--- config.mk ---
export PLATFORM = sky130hd
export DESIGN_NAME = seg7_scan_ctrl
export DESIGN_NICKNAME = d
export VERILOG_FILES = /design/src/rtl/seg7_scan_ctrl.sv
export SDC_FILE = /design/constraint.sdc
export NUM_CORES = 1
export LEC_CHECK = 0
export ABC_AREA = 1
export BUFFER_PORTS_ARGS = -buffer_cell sky130_fd_sc_hd__buf_4
export CAP_MARGIN = 20
export CORE_MARGIN = 5
export CORE_UTILIZATION = 30
export CTS_BUF_LIST = sky130_fd_sc_hd__clkbuf_16
export CTS_CLUSTER_DIAMETER = 80
export DETAILED_ROUTE_END_ITERATION = 16
export GPL_TIMING_DRIVEN = 0
export PLACE_DENSITY = 0.51
export SETUP_SLACK_MARGIN = 0.2
export SYNTH_ARGS = -nofsm -noshare
export SYNTH_HDL_FRONTEND = slang
export SYNTH_SLANG_ARGS = --single-unit
--- constraint.sdc ---
create_clock -name clk -period 1.5 [get_ports clk]
set_input_delay 0.45 -clock clk [delete_from_list [all_inputs] [get_ports clk]]
set_output_delay 0.45 -clock clk [all_outputs]
set_load 0.05 [all_outputs]
--- src/rtl/seg7_scan_ctrl.sv ---
// Multiplexed scan controller for a common-cathode seven-segment display with
// anti-ghost blanking and PWM brightness. Optional crossfade: SEG7_CROSSFADE_EN.
module seg7_scan_ctrl #(
    parameter int NUM_DIGITS   = 4,
    parameter int SCAN_DIV     = 50000,
    parameter int BLANK_CYCLES = 500
) (
    input  logic                  clk,
    input  logic                  rst_n,
    input  logic                  wr_valid,
    output logic                  wr_ready,
    input  logic [2:0]            wr_digit,
    input  logic [3:0]            wr_bcd,
    input  logic                  wr_dp,
    input  logic [3:0]            brightness,
    output logic [7:0]            seg,
    output logic [NUM_DIGITS-1:0] dig_en,
    output logic                  frame_tick
);

    localparam int CW = ($clog2(SCAN_DIV) > 8) ? $clog2(SCAN_DIV) : 8;
    localparam int IW = $clog2(NUM_DIGITS);
    localparam logic [CW-1:0] SLOT_LAST = CW'(SCAN_DIV - 1);
    localparam logic [CW-1:0] BLANK_END = CW'(BLANK_CYCLES);
    localparam logic [IW-1:0] IDX_LAST  = IW'(NUM_DIGITS - 1);
    localparam logic [3:0]    NUM_D4    = 4'(NUM_DIGITS);

    typedef enum logic {BLANK, DRIVE} state_t;

    state_t          state, state_next;
    logic [CW-1:0]   cnt;
    logic [IW-1:0]   idx;
    logic [3:0]      digits [NUM_DIGITS];
    logic            dps    [NUM_DIGITS];
    logic            wrap, frame_end, accept, in_range, active;
    logic [3:0]      show_bcd;
    logic            show_dp;
    logic [7:0]            seg_d;
    logic [NUM_DIGITS-1:0] dig_d;

    function automatic logic [7:0] decode(input logic [3:0] v);
        case (v)
            4'd0:    decode = 8'b11111100;
            4'd1:    decode = 8'b01100000;
            4'd2:    decode = 8'b11011010;
            4'd3:    decode = 8'b11110010;
            4'd4:    decode = 8'b01100110;
            4'd5:    decode = 8'b10110110;
            4'd6:    decode = 8'b10111110;
            4'd7:    decode = 8'b11100000;
            4'd8:    decode = 8'b11111110;
            4'd9:    decode = 8'b11110110;
            default: decode = 8'b00000000;
        endcase
    endfunction

    assign wrap      = (cnt == SLOT_LAST);
    assign frame_end = wrap && (idx == IDX_LAST);
    assign accept    = wr_valid && wr_ready;
    assign in_range  = ({1'b0, wr_digit} < NUM_D4);

    always_ff @(posedge clk or negedge rst_n) begin
        if (!rst_n) begin
            cnt        <= '0;
            idx        <= '0;
            state      <= (BLANK_CYCLES == 0) ? DRIVE : BLANK;
            seg        <= '0;
            dig_en     <= '0;
            frame_tick <= 1'b0;
        end else begin
            cnt        <= wrap ? '0 : cnt + CW'(1);
            state      <= state_next;
            seg        <= seg_d;
            dig_en     <= dig_d;
            frame_tick <= frame_end;
            if (wrap)
                idx <= (idx == IDX_LAST) ? '0 : idx + IW'(1);
        end
    end

    always_ff @(posedge clk or negedge rst_n) begin
        if (!rst_n) begin
            for (int unsigned i = 0; i < NUM_DIGITS; i++) begin
                digits[i] <= 4'hF;
                dps[i]    <= 1'b0;
            end
        end else if (accept && in_range) begin
            digits[wr_digit[IW-1:0]] <= wr_bcd;
            dps[wr_digit[IW-1:0]]    <= wr_dp;
        end
    end

`ifdef SEG7_CROSSFADE_EN
    logic          fade_active;
    logic [IW-1:0] fade_pos;
    logic [3:0]    fade_bcd;
    logic          fade_dp;
    logic [3:0]    fade_step;

    // Fade ends on the frame_tick that takes the step from 14 to 15.
    always_ff @(posedge clk or negedge rst_n) begin
        if (!rst_n) begin
            fade_active <= 1'b0;
            fade_pos    <= '0;
            fade_bcd    <= 4'hF;
            fade_dp     <= 1'b0;
            fade_step   <= '0;
        end else if (accept && in_range) begin
            fade_active <= 1'b1;
            fade_pos    <= wr_digit[IW-1:0];
            fade_bcd    <= digits[wr_digit[IW-1:0]];
            fade_dp     <= dps[wr_digit[IW-1:0]];
            fade_step   <= '0;
        end else if (fade_active && frame_end) begin
            fade_step <= fade_step + 4'd1;
            if (fade_step == 4'd14)
                fade_active <= 1'b0;
        end
    end

    assign wr_ready = !fade_active;

    always_comb begin
        show_bcd = digits[idx];
        show_dp  = dps[idx];
        if (fade_active && (fade_pos == idx) && !(cnt[7:4] < fade_step)) begin
            show_bcd = fade_bcd;
            show_dp  = fade_dp;
        end
    end
`else
    assign wr_ready = 1'b1;

    always_comb begin
        show_bcd = digits[idx];
        show_dp  = dps[idx];
    end
`endif

    always_comb begin
        state_next = state;
        seg_d      = '0;
        dig_d      = '0;
        active     = (brightness == 4'hF) || (cnt[3:0] < brightness);
        if (wrap)
            state_next = (BLANK_CYCLES == 0) ? DRIVE : BLANK;
        else if (cnt + CW'(1) == BLANK_END)
            state_next = DRIVE;
        if (state == DRIVE && active) begin
            seg_d = decode(show_bcd) | {7'b0, show_dp};
            dig_d = NUM_DIGITS'(1) << idx;
        end
    end

endmodule

Word-level counts from Yosys, hierarchy flattened
Memories as Yosys holds them, arrays and structs flattened. Cells that the tools add are included.

Flip-flop bits (word level): 52. Bits in latches: 0. Bits in writable memories: 0. ROM bits: 112. Input port bits: 15. Word-level logic and storage cells: 55. Memories: 1.

Add/sub/neg operators: 2. Multiply operators: 0. Div/mod/pow operators: 0. Order comparisons: 5. Equality and inequality tests: 4. Shifts and indexed selects: 1. Multiplexer cells: 19. Bitwise gates (word level): 3. Reductions and logical operators: 6.

Memory list: (name not given) (words 16, bits a word 7, rd ports 1, clocked after Yosys merged registers in 0, wr ports 0, RTL line 42) `case (v)`.

Operators with widths (number): $add 16x1->16 const B (1); $bwmux 16 (1); $eq 16x16->1 const B (1); $eq 16x9->1 const B (1); $mux 16 (1); $mux 4 (4); $mux 8 (2); $bmux 4 s2 (1); $demux 4 s2 (1); $or 8x1->8 (1); $ge 3x3->1 const B (2); $not 2->3 (2); $mux 1 (5); $bwmux 4 (1); $eq 4x4->1 const B (1); $logic_and 1x1->1 (4); $lt 4x4->1 (1); $shl 1x2->4 const A (1); $lt 3x1->1 const B (1); $lt 3x3->1 const B (1); $add 2x1->2 const B (1); $bmux 1 s2 (1); $demux 1 s2 (1); $eq 2x2->1 const B (1); 3 further kinds (3).

Depth between registers and ports, before layout
An unclocked memory read counts as a cell.

Word-level depth: 8. Gate-level depth with buffers: 11.

Least setup slack after synthesis
Ideal clock, no wire load.

Path kind: reg-to-reg. Start: register idx[0]. End: register seg[7]. Library setup time: 72 ps. Arrival: 1397 ps. Slack: 31 ps. Cell stages (with the launch flop): 10. Path buffers: 1. Period minus slack after synthesis: 1469 ps. Cell sequence: dfrtp_1 -> buf_4 -> a21oi_1 -> nand2_1 -> nand2_1 -> inv_2 -> ha_1 -> o21ai_1 -> nor2_1 -> nor2_1.

Longest elaborated chain between the ends: 8.

Ends and longest elaborated chain: start: declaration (RTL line 32) `logic [IW-1:0] idx;`; start signal: assignment (RTL line 77) `idx <= (idx == IDX_LAST) ? '0 : idx + IW'(1);`; $not 2->3 (implied by the code) (RTL line 135) `show_bcd = digits[idx];`; $bmux 4 s2 (RTL line 135); $mux 4 (implied by the code) (2 in a row) (RTL line 135); $mem_v2 16x7; $mux 8 (RTL line 149) `if (state == DRIVE && active) begin`; $or 8x1->8 (RTL line 150) `seg_d = decode(show_bcd) | {7'b0, show_dp};`; $mux 8 (RTL line 149); via seg_d[7] (RTL line 38) `logic [7:0] seg_d;`; end signal: assignment (RTL line 73) `seg <= seg_d;`; end: declaration (RTL line 16) `output logic [7:0] seg,`.

The timed path passes the listed nets, and every way through them passes these cells. The select of a mux whose other input is x is not followed. A chain may end at the register's enable or synchronous reset.

Final worst setup path
Start: register cnt[1]. End: register seg[5].

Longest elaborated chain between the ends: 4.

Ends and longest elaborated chain: start: declaration (RTL line 31) `logic [CW-1:0] cnt;`; start signal: assignment (RTL line 71) `cnt <= wrap ? '0 : cnt + CW'(1);`; $lt 4x4->1 (RTL line 144) `active = (brightness == 4'hF) || (cnt[3:0] < brightness);`; $logic_or 1x1->1 (RTL line 144); $logic_and 1x1->1 (RTL line 149); $mux 8 (RTL line 149); via seg_d[5] (RTL line 38).

The timed path passes the listed nets, and every way through them passes these cells.

==> impl_metrics.yaml <==
clock_tree:
  root_buffer: "clkbuf_16"
  cts_inserted_buffers: 5
  holdBufCountCts: 0
  cts_max_path_buffers: 2
  cts_max_level: 2
  clock_latency_ns: 0.29
  cts_tree: "yes"
  clock-sinks: 52
  clkSlewWorstSetupHoldPaths_ns: 0.07
logic_synthesis:
  syn-cell-area_mm2: 0.00272
  yosys.area_share.simple_pct: 26.8
  yosysSeqAreaShare_pct: 48.6
  synthAdderAreaFrac_pct: 5.99
  ys_warn_count: 0
  syn_area_per_cell_um2: 8.21
  synthXorXnorAreaFrac_pct: 0.967
  synth-compound-area-share_pct: 9.86
  synth_top_family_by_area: "simple AND/OR/NAND/NOR gates"
  post_synth_num_cell_types: 29
  syn-num-nets: 359
  syn_inst: 331
  ys_ff_latch: 52
  synthMuxAreaShare_pct: 0
pwr:
  internal_power_mw: 2.40
  swShare_pct: 26.8
  ir_worst_vdd_v: 0.000457
  power_frac_comb_pct: 16.9
  p_leak_nw: 1.74
  p_sw_uw: 876
  power_frac_seq_pct: 49.5
  clkPwrFrac_pct: 33.6
  p_per_area_mw_per_mm2: 854
  p_total_mw: 3.27
sta:
  relSlewSlack_pct: 56.1
  rsz0062_at_grt: "true"
  setup_slack_ns: -0.0591
  worst_slew_pin_slew_ns: 0.658
  clock_skew_ns: 0.00868
  slew_viol_final: 0
  period_share_pct: 104
  fin_crit_ns: 1.56
  setup_violations: 7
  hold_viol: 0
  fmax_ghz: 0.641
routing:
  antenna_left: 0
  wl_mm: 6.33
  viasPerCell: 4.62
  drtIter0Drc: 92
  num_vias: 2305
  drc: 0
  first_pass_iters: 4
  wl_per_cell_um: 12.7
run_status:
  violations: "setup timing"
  status: "complete, but fails checks"
placement:
  placed_cells: 466
  post-dp-hpwl_mm: 4.26
  gp_congestion: 0.834
  portBuffers: 27
flow_run:
  max_cap_viol_count: 0
grt:
  grt_pass1_wl_mm: 11.3
  grt_overflow_total: 0
  grt_max_degree: 53
  grt_usage_pct: 12.4
  antenna_found_initial: 0
  grt_pass1_vias: 2295
setup_path:
  required_ns: 1.71
  crit_chain: "buf_6, ha_4, a21oi_2, o21ai_2, nand2_2, buf_12, nand3_4, a31oi_4"
  worstPathArrival_ns: 1.77
  critPathCaptureType: "register"
  slowest_delay_ns: 0.44
  critical_path_peak_fanout: 6
  path_class: "register to register"
  startpoint: "cnt[1]"
  crit_path_start_kind: "register"
  crit_slowest_cell: "dfrtp_2"
  critical-path-top-delay-family: "flip-flops"
  rr_startpoint: "cnt[1]"
  worst-path-buf-inv: 2
final_layout:
  final_layout_size_suffix_gt1_share_pct: 42.7
  area_growth_pct: 41.2
  stdcell_count: 499
  antennaDiodeCount: 0
  utilization_pct: 43.8
  nets: 418
floorplan:
  fp-row-count: 34
  start_util_pct: 31.0
  core-area_mm2: 0.00876
  num_io_pins: 29
  design.die.area_mm2: 0.0111
  die_h_um: 105
  fp.dieW_um: 105
min_path:
  worstHoldPathType: "input port to asynchronous set/reset pin"
[Yosys cell counts]
library cell | n | area share (%)
nor3_1 | 1 | 0.18
o21ai_1 | 9 | 1.7
nand2_2 | 6 | 1.4
nand2_4 | 1 | 0.41
nor2_2 | 2 | 0.46
nand4_1 | 6 | 1.4
nor2_4 | 2 | 0.83
nand3b_1 | 2 | 0.55
inv_1 | 38 | 5.3
nand3_2 | 3 | 1.1
dfstp_2 | 16 | 15
nor4_1 | 2 | 0.46
o21ai_0 | 24 | 4.4
nor2_1 | 36 | 5.0
ha_1 | 13 | 6.0
dfrtp_1 | 36 | 33
nand2_1 | 80 | 11
buf_4 | 2 | 0.55
buf_6 | 1 | 0.41
nand3_4 | 1 | 0.64
inv_2 | 9 | 1.2
a211oi_1 | 1 | 0.28
buf_2 | 1 | 0.18
a31oi_2 | 1 | 0.46
o21bai_1 | 1 | 0.28
xor2_1 | 3 | 0.97
a21oi_1 | 15 | 2.8
nand3_1 | 18 | 3.3
conb_1 | 1 | 0.14
[state kept, by name, summed over array words and instances (netlist names)]
name,flops
frame_tick,1
state,1
digits,16
seg,8
dps,4
idx,2
dig_en,4
cnt,16
[power by group through the flow]
stage / clock [mW] / sequential [mW] / combinational, mW
global route: 1.20 / 1.64 / 0.632
finish: 1.10 / 1.62 / 0.555
floorplan: 0 / 1.62 / 0.295
global placement: 0 / 1.64 / 0.400
detailed placement: 0 / 1.64 / 0.411
CTS: 1.14 / 1.62 / 0.527
[layout make-up]
type / instances / area (um^2)
Fill cell: 884 / 4930
Multi-Input combinational cell: 228 / 1530
Sequential cell: 52 / 1330
Timing Repair Buffer: 51 / 460
Inverter: 47 / 194
Tap cell: 108 / 135
Clock buffer: 5 / 125
Buffer: 4 / 41.3
Clock inverter: 3 / 11.3
Timing Repair inverter: 1 / 7.51
[cell families after synthesis]
family / count (synthesis)
adder cells (fa/ha/maj): 13
AO/OA/AOI/OAI: 51
other: 1
XOR/XNOR: 3
AND/OR/NAND/NOR: 160
flip-flops: 52
buffers and inverters: 51
[through the flow]
step           worst slack (ns)  area, um^2  hold WS (ns)  TNS [ns]
6_report                -0.0591        3830         0.178    -0.179
5_1_grt                  -0.128        3830         0.223     -1.89
4_1_cts                 -0.0357        3680         0.213   -0.0563
3_5_place_dp             -0.184        3150         0.474     -1.28
3_3_place_gp             -0.187        3150         0.469     -1.46
2_1_floorplan            0.0885        2810         0.154         0
[worst paths after layout]
kind                             endpoint  slack (ns)  cells after the start
worst max-delay path               seg[5]       -0.06                      8
worst min-delay path               cnt[7]        0.18                      1
worst max register to register     seg[5]       -0.06                      8
worst min register to register     dps[2]        0.49                      2
max in group asynchronous          cnt[2]        0.83                      1
min in group clk                digits[8]        0.44                      3
[cells in the final DEF (no fill, tap or decap), drive strengths merged, types with 2 or more instances in the layout]
cell / count
dfrtp: 36
a21oi: 15
o21ai: 33
ha: 13
nand4: 6
xor2: 3
dfstp: 16
nor4: 2
clkbuf: 5
nor2: 40
buf: 55
nand2: 87
inv: 49
nand3b: 2
nand3: 22
[repair_timing]
item	4_1_cts	5_1_grt
setup endpoints to repair	30	50
cloned	2	0
resized for setup	66	25
pin swaps	25	14
buffers inserted	17	6
[routing by layer]
layer  track usage [%]  vias up  wire, um
met5                 0        -         0
met2              20.5       34      3040
li1                  -     1172         -
met1              16.5     1091      2990
met3              3.02        8       242
met4              2.74        0        66
(Power assumes the default switching activity.)
